--- src/rtl/ps2_steer_decoder_pkg.sv ---
// Scancodes, decoder states and held-bit layout shared by the PS/2 steering decoder.
package ps2_steer_pkg;

  localparam logic [7:0] SC_EXT   = 8'hE0;
  localparam logic [7:0] SC_BRK   = 8'hF0;
  localparam logic [7:0] SC_W     = 8'h1D;
  localparam logic [7:0] SC_A     = 8'h1C;
  localparam logic [7:0] SC_D     = 8'h23;
  localparam logic [7:0] SC_UP    = 8'h75;
  localparam logic [7:0] SC_LEFT  = 8'h6B;
  localparam logic [7:0] SC_RIGHT = 8'h74;

  localparam int unsigned HELD_W     = 6;
  localparam int unsigned IDX_W      = 0;
  localparam int unsigned IDX_A      = 1;
  localparam int unsigned IDX_D      = 2;
  localparam int unsigned IDX_UP     = 3;
  localparam int unsigned IDX_LEFT   = 4;
  localparam int unsigned IDX_RIGHT  = 5;

  typedef enum logic [1:0] {
    ST_IDLE,
    ST_EXT,
    ST_BRK,
    ST_EXT_BRK
  } state_t;

  // One-hot held-bit mask for a plain scancode; zero when unmapped.
  function automatic logic [HELD_W-1:0] plain_mask(input logic [7:0] code);
    logic [HELD_W-1:0] m;
    m = '0;
    case (code)
      SC_W:    m[IDX_W] = 1'b1;
      SC_A:    m[IDX_A] = 1'b1;
      SC_D:    m[IDX_D] = 1'b1;
      default: m = '0;
    endcase
    return m;
  endfunction

  function automatic logic [HELD_W-1:0] ext_mask(input logic [7:0] code);
    logic [HELD_W-1:0] m;
    m = '0;
    case (code)
      SC_UP:    m[IDX_UP]    = 1'b1;
      SC_LEFT:  m[IDX_LEFT]  = 1'b1;
      SC_RIGHT: m[IDX_RIGHT] = 1'b1;
      default:  m = '0;
    endcase
    return m;
  endfunction

endpackage

--- src/rtl/ps2_steer_decoder_if.sv ---
// Byte-in / steering-out bundle between the PS/2 receiver, the decoder and projectTop.
interface ps2_steer_decoder_if;
  logic [7:0] ps2Byte;
  logic       ps2ByteValid;
  logic       moveForward;
  logic       moveLeft;
  logic       moveRight;
  logic       keyEvent;

  modport master (
    output ps2Byte, ps2ByteValid,
    input  moveForward, moveLeft, moveRight, keyEvent
  );

  modport slave (
    input  ps2Byte, ps2ByteValid,
    output moveForward, moveLeft, moveRight, keyEvent
  );
endinterface

--- src/rtl/ps2_steer_decoder.sv ---
// Tracks PS/2 make/break (incl. E0 prefix) for W/A/D and arrows into held steering levels.
module ps2_steer_decoder
  import ps2_steer_pkg::*;
#(
  parameter int unsigned TIMEOUT_CYCLES = 100000
) (
  input logic               Clock,
  input logic               Reset,
  input logic               Start,
  ps2_steer_decoder_if.slave bus
);

  localparam int unsigned CW = (TIMEOUT_CYCLES > 1) ? $clog2(TIMEOUT_CYCLES) : 1;
  localparam logic [CW-1:0] CNT_LAST = CW'(TIMEOUT_CYCLES - 1);

  state_t            state, state_next;
  logic [CW-1:0]     cnt, cnt_next;
  logic [HELD_W-1:0] held, held_next;
  logic              fwd_any, left_any, right_any;

  always_comb begin
    state_next = state;
    cnt_next   = cnt;
    held_next  = held;
    if (bus.ps2ByteValid) begin
      cnt_next = '0;
      case (state)
        ST_IDLE: begin
          if (bus.ps2Byte == SC_EXT)      state_next = ST_EXT;
          else if (bus.ps2Byte == SC_BRK) state_next = ST_BRK;
          else                            held_next  = held | plain_mask(bus.ps2Byte);
        end
        ST_EXT: begin
          if (bus.ps2Byte == SC_BRK) begin
            state_next = ST_EXT_BRK;
          end else begin
            held_next  = held | ext_mask(bus.ps2Byte);
            state_next = ST_IDLE;
          end
        end
        ST_BRK: begin
          held_next  = held & ~plain_mask(bus.ps2Byte);
          state_next = ST_IDLE;
        end
        default: begin
          held_next  = held & ~ext_mask(bus.ps2Byte);
          state_next = ST_IDLE;
        end
      endcase
    end else if (state != ST_IDLE) begin
      // A byte in the expiry cycle wins, so the timeout is only taken here.
      if (cnt == CNT_LAST) begin
        state_next = ST_IDLE;
        cnt_next   = '0;
      end else begin
        cnt_next = cnt + 1'b1;
      end
    end
  end

  assign fwd_any   = held_next[IDX_W] | held_next[IDX_UP];
  assign left_any  = held_next[IDX_A] | held_next[IDX_LEFT];
  assign right_any = held_next[IDX_D] | held_next[IDX_RIGHT];

  always_ff @(posedge Clock) begin
    if (Reset || !Start) begin
      state           <= ST_IDLE;
      cnt             <= '0;
      held            <= '0;
      bus.moveForward <= 1'b0;
      bus.moveLeft    <= 1'b0;
      bus.moveRight   <= 1'b0;
      bus.keyEvent    <= 1'b0;
    end else begin
      state           <= state_next;
      cnt             <= cnt_next;
      held            <= held_next;
      bus.moveForward <= fwd_any;
      bus.moveLeft    <= left_any & ~right_any;
      bus.moveRight   <= right_any & ~left_any;
      bus.keyEvent    <= (held_next != held);
    end
  end

endmodule

--- src/flat_wrapper.sv ---
// flat-port wrapper written by rule: the top's interface ports become plain ports
module ps2_steer_decoder_flat import ps2_steer_pkg::*;
#(
  parameter int unsigned TIMEOUT_CYCLES = 100000
)
  (Clock, Reset, Start, bus_ps2Byte, bus_ps2ByteValid, bus_moveForward, bus_moveLeft, bus_moveRight, bus_keyEvent);
  ps2_steer_decoder_if bus_i ();
  input logic Clock;
  input logic Reset;
  input logic Start;
  input wire logic [$bits(bus_i.ps2Byte)-1:0] bus_ps2Byte;
  input wire logic [$bits(bus_i.ps2ByteValid)-1:0] bus_ps2ByteValid;
  output wire logic [$bits(bus_i.moveForward)-1:0] bus_moveForward;
  output wire logic [$bits(bus_i.moveLeft)-1:0] bus_moveLeft;
  output wire logic [$bits(bus_i.moveRight)-1:0] bus_moveRight;
  output wire logic [$bits(bus_i.keyEvent)-1:0] bus_keyEvent;
  assign bus_i.ps2Byte = bus_ps2Byte;
  assign bus_i.ps2ByteValid = bus_ps2ByteValid;
  assign bus_moveForward = bus_i.moveForward;
  assign bus_moveLeft = bus_i.moveLeft;
  assign bus_moveRight = bus_i.moveRight;
  assign bus_keyEvent = bus_i.keyEvent;
  ps2_steer_decoder #(.TIMEOUT_CYCLES(TIMEOUT_CYCLES)) u_core (.Clock(Clock), .Reset(Reset), .Start(Start), .bus(bus_i));
endmodule
--- config.mk ---
export PLATFORM = sky130hd
export DESIGN_NAME = ps2_steer_decoder_flat
export DESIGN_NICKNAME = d
export VERILOG_FILES = /design/src/rtl/ps2_steer_decoder_pkg.sv /design/src/rtl/ps2_steer_decoder_if.sv /design/src/rtl/ps2_steer_decoder.sv /design/src/flat_wrapper.sv
export SDC_FILE = /design/constraint.sdc
export NUM_CORES = 1
export LEC_CHECK = 0
export CORE_UTILIZATION = 55
export DETAILED_ROUTE_END_ITERATION = 16
export GPL_TIMING_DRIVEN = 0
export PLACE_DENSITY = 0.75
export RECOVER_POWER = 25
export SLEW_MARGIN = 20
export SYNTH_ARGS = -nofsm -noshare
export SYNTH_HDL_FRONTEND = slang
export SYNTH_SLANG_ARGS = --single-unit
--- constraint.sdc ---
create_clock -name Clock -period 2.5 [get_ports Clock]
set_clock_uncertainty 0.15 [all_clocks]
set_input_delay 0.25 -clock Clock [delete_from_list [all_inputs] [get_ports Clock]]
set_output_delay 0.25 -clock Clock [all_outputs]
set_load 0.03 [all_outputs]
==> flow_summary.yaml <==
sta:
  worstMarginPinSlew_ps: 507
  max_freq_ghz: 0.518
  finalCritPeriodShare: 0.772
  tns_ps: 0
  drv_slew: 0
  rsz0062_at_grt: "no"
  layout_min_cycle_time_ps: 1930
  hold_viol: 0
  slew_headroom: 0.659
  finalSetupViolCount: 0
floorplanning:
  dieArea_um2: 3020
  start_util: 0.600
  ioPinCount: 16
  die_w_um: 54.9
  rows: 18
  die_y_um: 54.9
  core_um2: 2570
logic_synthesis:
  ys_warn_count: 0
  synthSimpleGateAreaFrac: 0.335
  synth.distinct_cells: 46
  synth_cells: 172
  synth-compound-area-share: 0.109
  async_flop_share: 0
  synthAdderAreaFrac: 0.00812
  syn_nets: 185
  synthXorXnorAreaFrac: 0.0966
  avgSynthCellArea_um2: 8.96
  muxShareOfSynthArea: 0.0195
  synth_area_um2: 1540
  ys_ff_latch: 29
  ys_seq_area_frac: 0.377
  synth_edf_count: 0
  synth_flop_cell: "dfxtp_1"
  synth_top_family_by_area: "simple AND/OR/NAND/NOR gates"
layout:
  final_cell_mix: "29 x dfxtp_1, 24 x nor2_1, 11 x clkdlybuf4s50_1"
  areaGrowthSynthToFinish_pct: 15.3
  layout_commonest_cell: "dfxtp_1"
  nFillCells: 219
  drive_above_1_share: 0.138
  nNetsFinal: 207
  utilization: 0.692
  insertedDiodeCount: 0
  fin_cells: 225
detailed_routing:
  wl_per_cell_um: 13.4
  dr.first_iter.drc_count: 40
  vias: 1281
  via_per_inst: 5.69
  drt_wl_total_mm: 3.01
  firstDrtPassIters: 4
  drtAntennaViolNets: 0
  drc: 0
clock_tree:
  clk_latency_ps: 310
  cts_sinks: 29
  post_cts_buffers: 0
  clock_path_buffers: 2
  cts_tree: "built"
  path_clk_slew_ps: 90
  htreeDepth: 2
  cts_buffers: 5
  ctsHoldBuffers: 0
  root_buffer: "clkbuf_4"
  cts-resized-gates: 0
critical_path:
  worstSetupStartpoint: "bus_ps2Byte[2]"
  path_class: "input pin to register"
  cp.required_ps: 2590
  r2r-start: "u_core.cnt[9]"
  endpoint: "u_core.bus.keyEvent"
  worstPathArrival_ps: 2020
  worstPathMaxFanout: 4
  rrSetupSlack_ps: 600
  r2r-end: "u_core.cnt[13]"
  critPathLaunchType: "input pin"
  cp-end-kind: "register"
  r2r_cells: 6
placed_design:
  io_buffer_count: 15
  gp_congestion: 0.803
  dp_hpwl_mm: 2.26
  place_inst: 217
pwr:
  internal_power_mw: 0.600
  leakage_nw: 0.605
  switching_power_mw: 0.175
  pwr-share-seq: 0.595
  peakVddDrop_uv: 432
  clock_power_share: 0.338
  powerDensity_nw_per_um2: 436
  combinationalPowerShare: 0.066
  swShare: 0.226
global_routing:
  overflow: 0
  gr-usage-all-layers: 0.236
  antenna_found_initial: 0
  grt_pass1_wl_mm: 5.00
  grt_max_degree: 11
  grt_pass1_vias: 1119
run_status:
  status: "complete, no violations"
run:
  maxCapViolCount: 0
hold_path:
  min_path_type: "register to register"
  hold_start: "u_core.cnt[1]"
[kinds of logic after synthesis]
group	count (synthesis)
AOI/OAI and AO/OA	23
xor gates and xnor gates	17
adders and majority gates	1
buffers and inverters	13
DFF	29
muxes	3
and+or+nand+nor	86
[per-layer routing]
metal	track usage	vias to the layer above	part of all wire
li1	-	658	-
met1	0.331	593	0.52
met2	0.339	26	0.43
met3	0.0765	4	0.043
met4	0.0792	0	0.0067
met5	0	-	0
[sequential cells by signal, summed over array words and instances, names as in the netlist]
| register | cells |
|---|---|
| u_core.state | 2 |
| u_core.held | 6 |
| u_core.bus.moveRight | 1 |
| u_core.bus.keyEvent | 1 |
| u_core.cnt | 17 |
| u_core.bus.moveLeft | 1 |
| u_core.bus.moveForward | 1 |
[critical path, cell delays in order]
cell and delay, ps:
dlygate4sd3_1 600, nor4b_2 370, nand4b_1 240, nor4_1 290, nor4_1 100, a31oi_1 180
[Yosys cell counts (2+ instances only)]
| cell type | number | area, um2 |
|---|---|---|
| a21oi_1 | 9 | 45.0 |
| a31oi_1 | 2 | 12.5 |
| and2b_2 | 2 | 17.5 |
| and3_1 | 2 | 12.5 |
| and4_1 | 2 | 17.5 |
| clkbuf_8 | 2 | 27.5 |
| dfxtp_1 | 29 | 581 |
| inv_1 | 8 | 30.0 |
| mux2i_1 | 3 | 30.0 |
| nand2_1 | 10 | 37.5 |
| nand3_1 | 7 | 35.0 |
| nand4_1 | 5 | 31.3 |
| nand4b_1 | 2 | 17.5 |
| nand4bb_1 | 3 | 33.8 |
| nor2_1 | 24 | 90.1 |
| nor2_2 | 10 | 62.6 |
| nor3_1 | 2 | 10.0 |
| nor3b_1 | 2 | 15.0 |
| nor4_1 | 2 | 12.5 |
| nor4b_1 | 2 | 17.5 |
| o21ai_0 | 3 | 15.0 |
| or3_1 | 2 | 12.5 |
| xnor2_1 | 7 | 61.3 |
| xor2_1 | 10 | 87.6 |
[metrics by stage]
step	setup WS, ps	hold slack [ps]	power [mW]	cell area, um2
6_report	569	343	0.775	1780
5_1_grt	356	383	0.810	1780
4_1_cts	584	344	0.783	1780
3_5_place_dp	352	332	0.524	1730
3_3_place_gp	347	317	0.523	1730
2_1_floorplan	748	293	0.497	1540
[layout make-up]
type	count	area [um2]	share of cell area
inverters	8	30.0	0.0169
repair buffers	15	150	0.0844
multi-input cells	130	876	0.493
flip-flops and latches	29	581	0.327
clock buffers	8	48.8	0.0274
plain buffers	5	55.1	0.0310
well taps	30	37.5	0.0211
[worst min path at each step]
stage	endpoint	slack, ps	cells after the start
2_1_floorplan	u_core.state[1]	290	2
3_3_place_gp	u_core.cnt[1]	320	2
3_5_place_dp	u_core.cnt[1]	330	2
4_1_cts	u_core.cnt[1]	340	2
5_1_grt	u_core.cnt[1]	380	2
6_report	u_core.cnt[1]	340	2
[power groups by stage]
stage / combinational [mW] / clock (mW) / sequential, mW
2_1_floorplan: 0.0240 / 0 / 0.473
3_3_place_gp: 0.0505 / 0 / 0.473
3_5_place_dp: 0.0511 / 0 / 0.473
4_1_cts: 0.0515 / 0.270 / 0.462
5_1_grt: 0.0544 / 0.293 / 0.462
6_report: 0.0513 / 0.262 / 0.462
(Power assumes the default switching activity.)
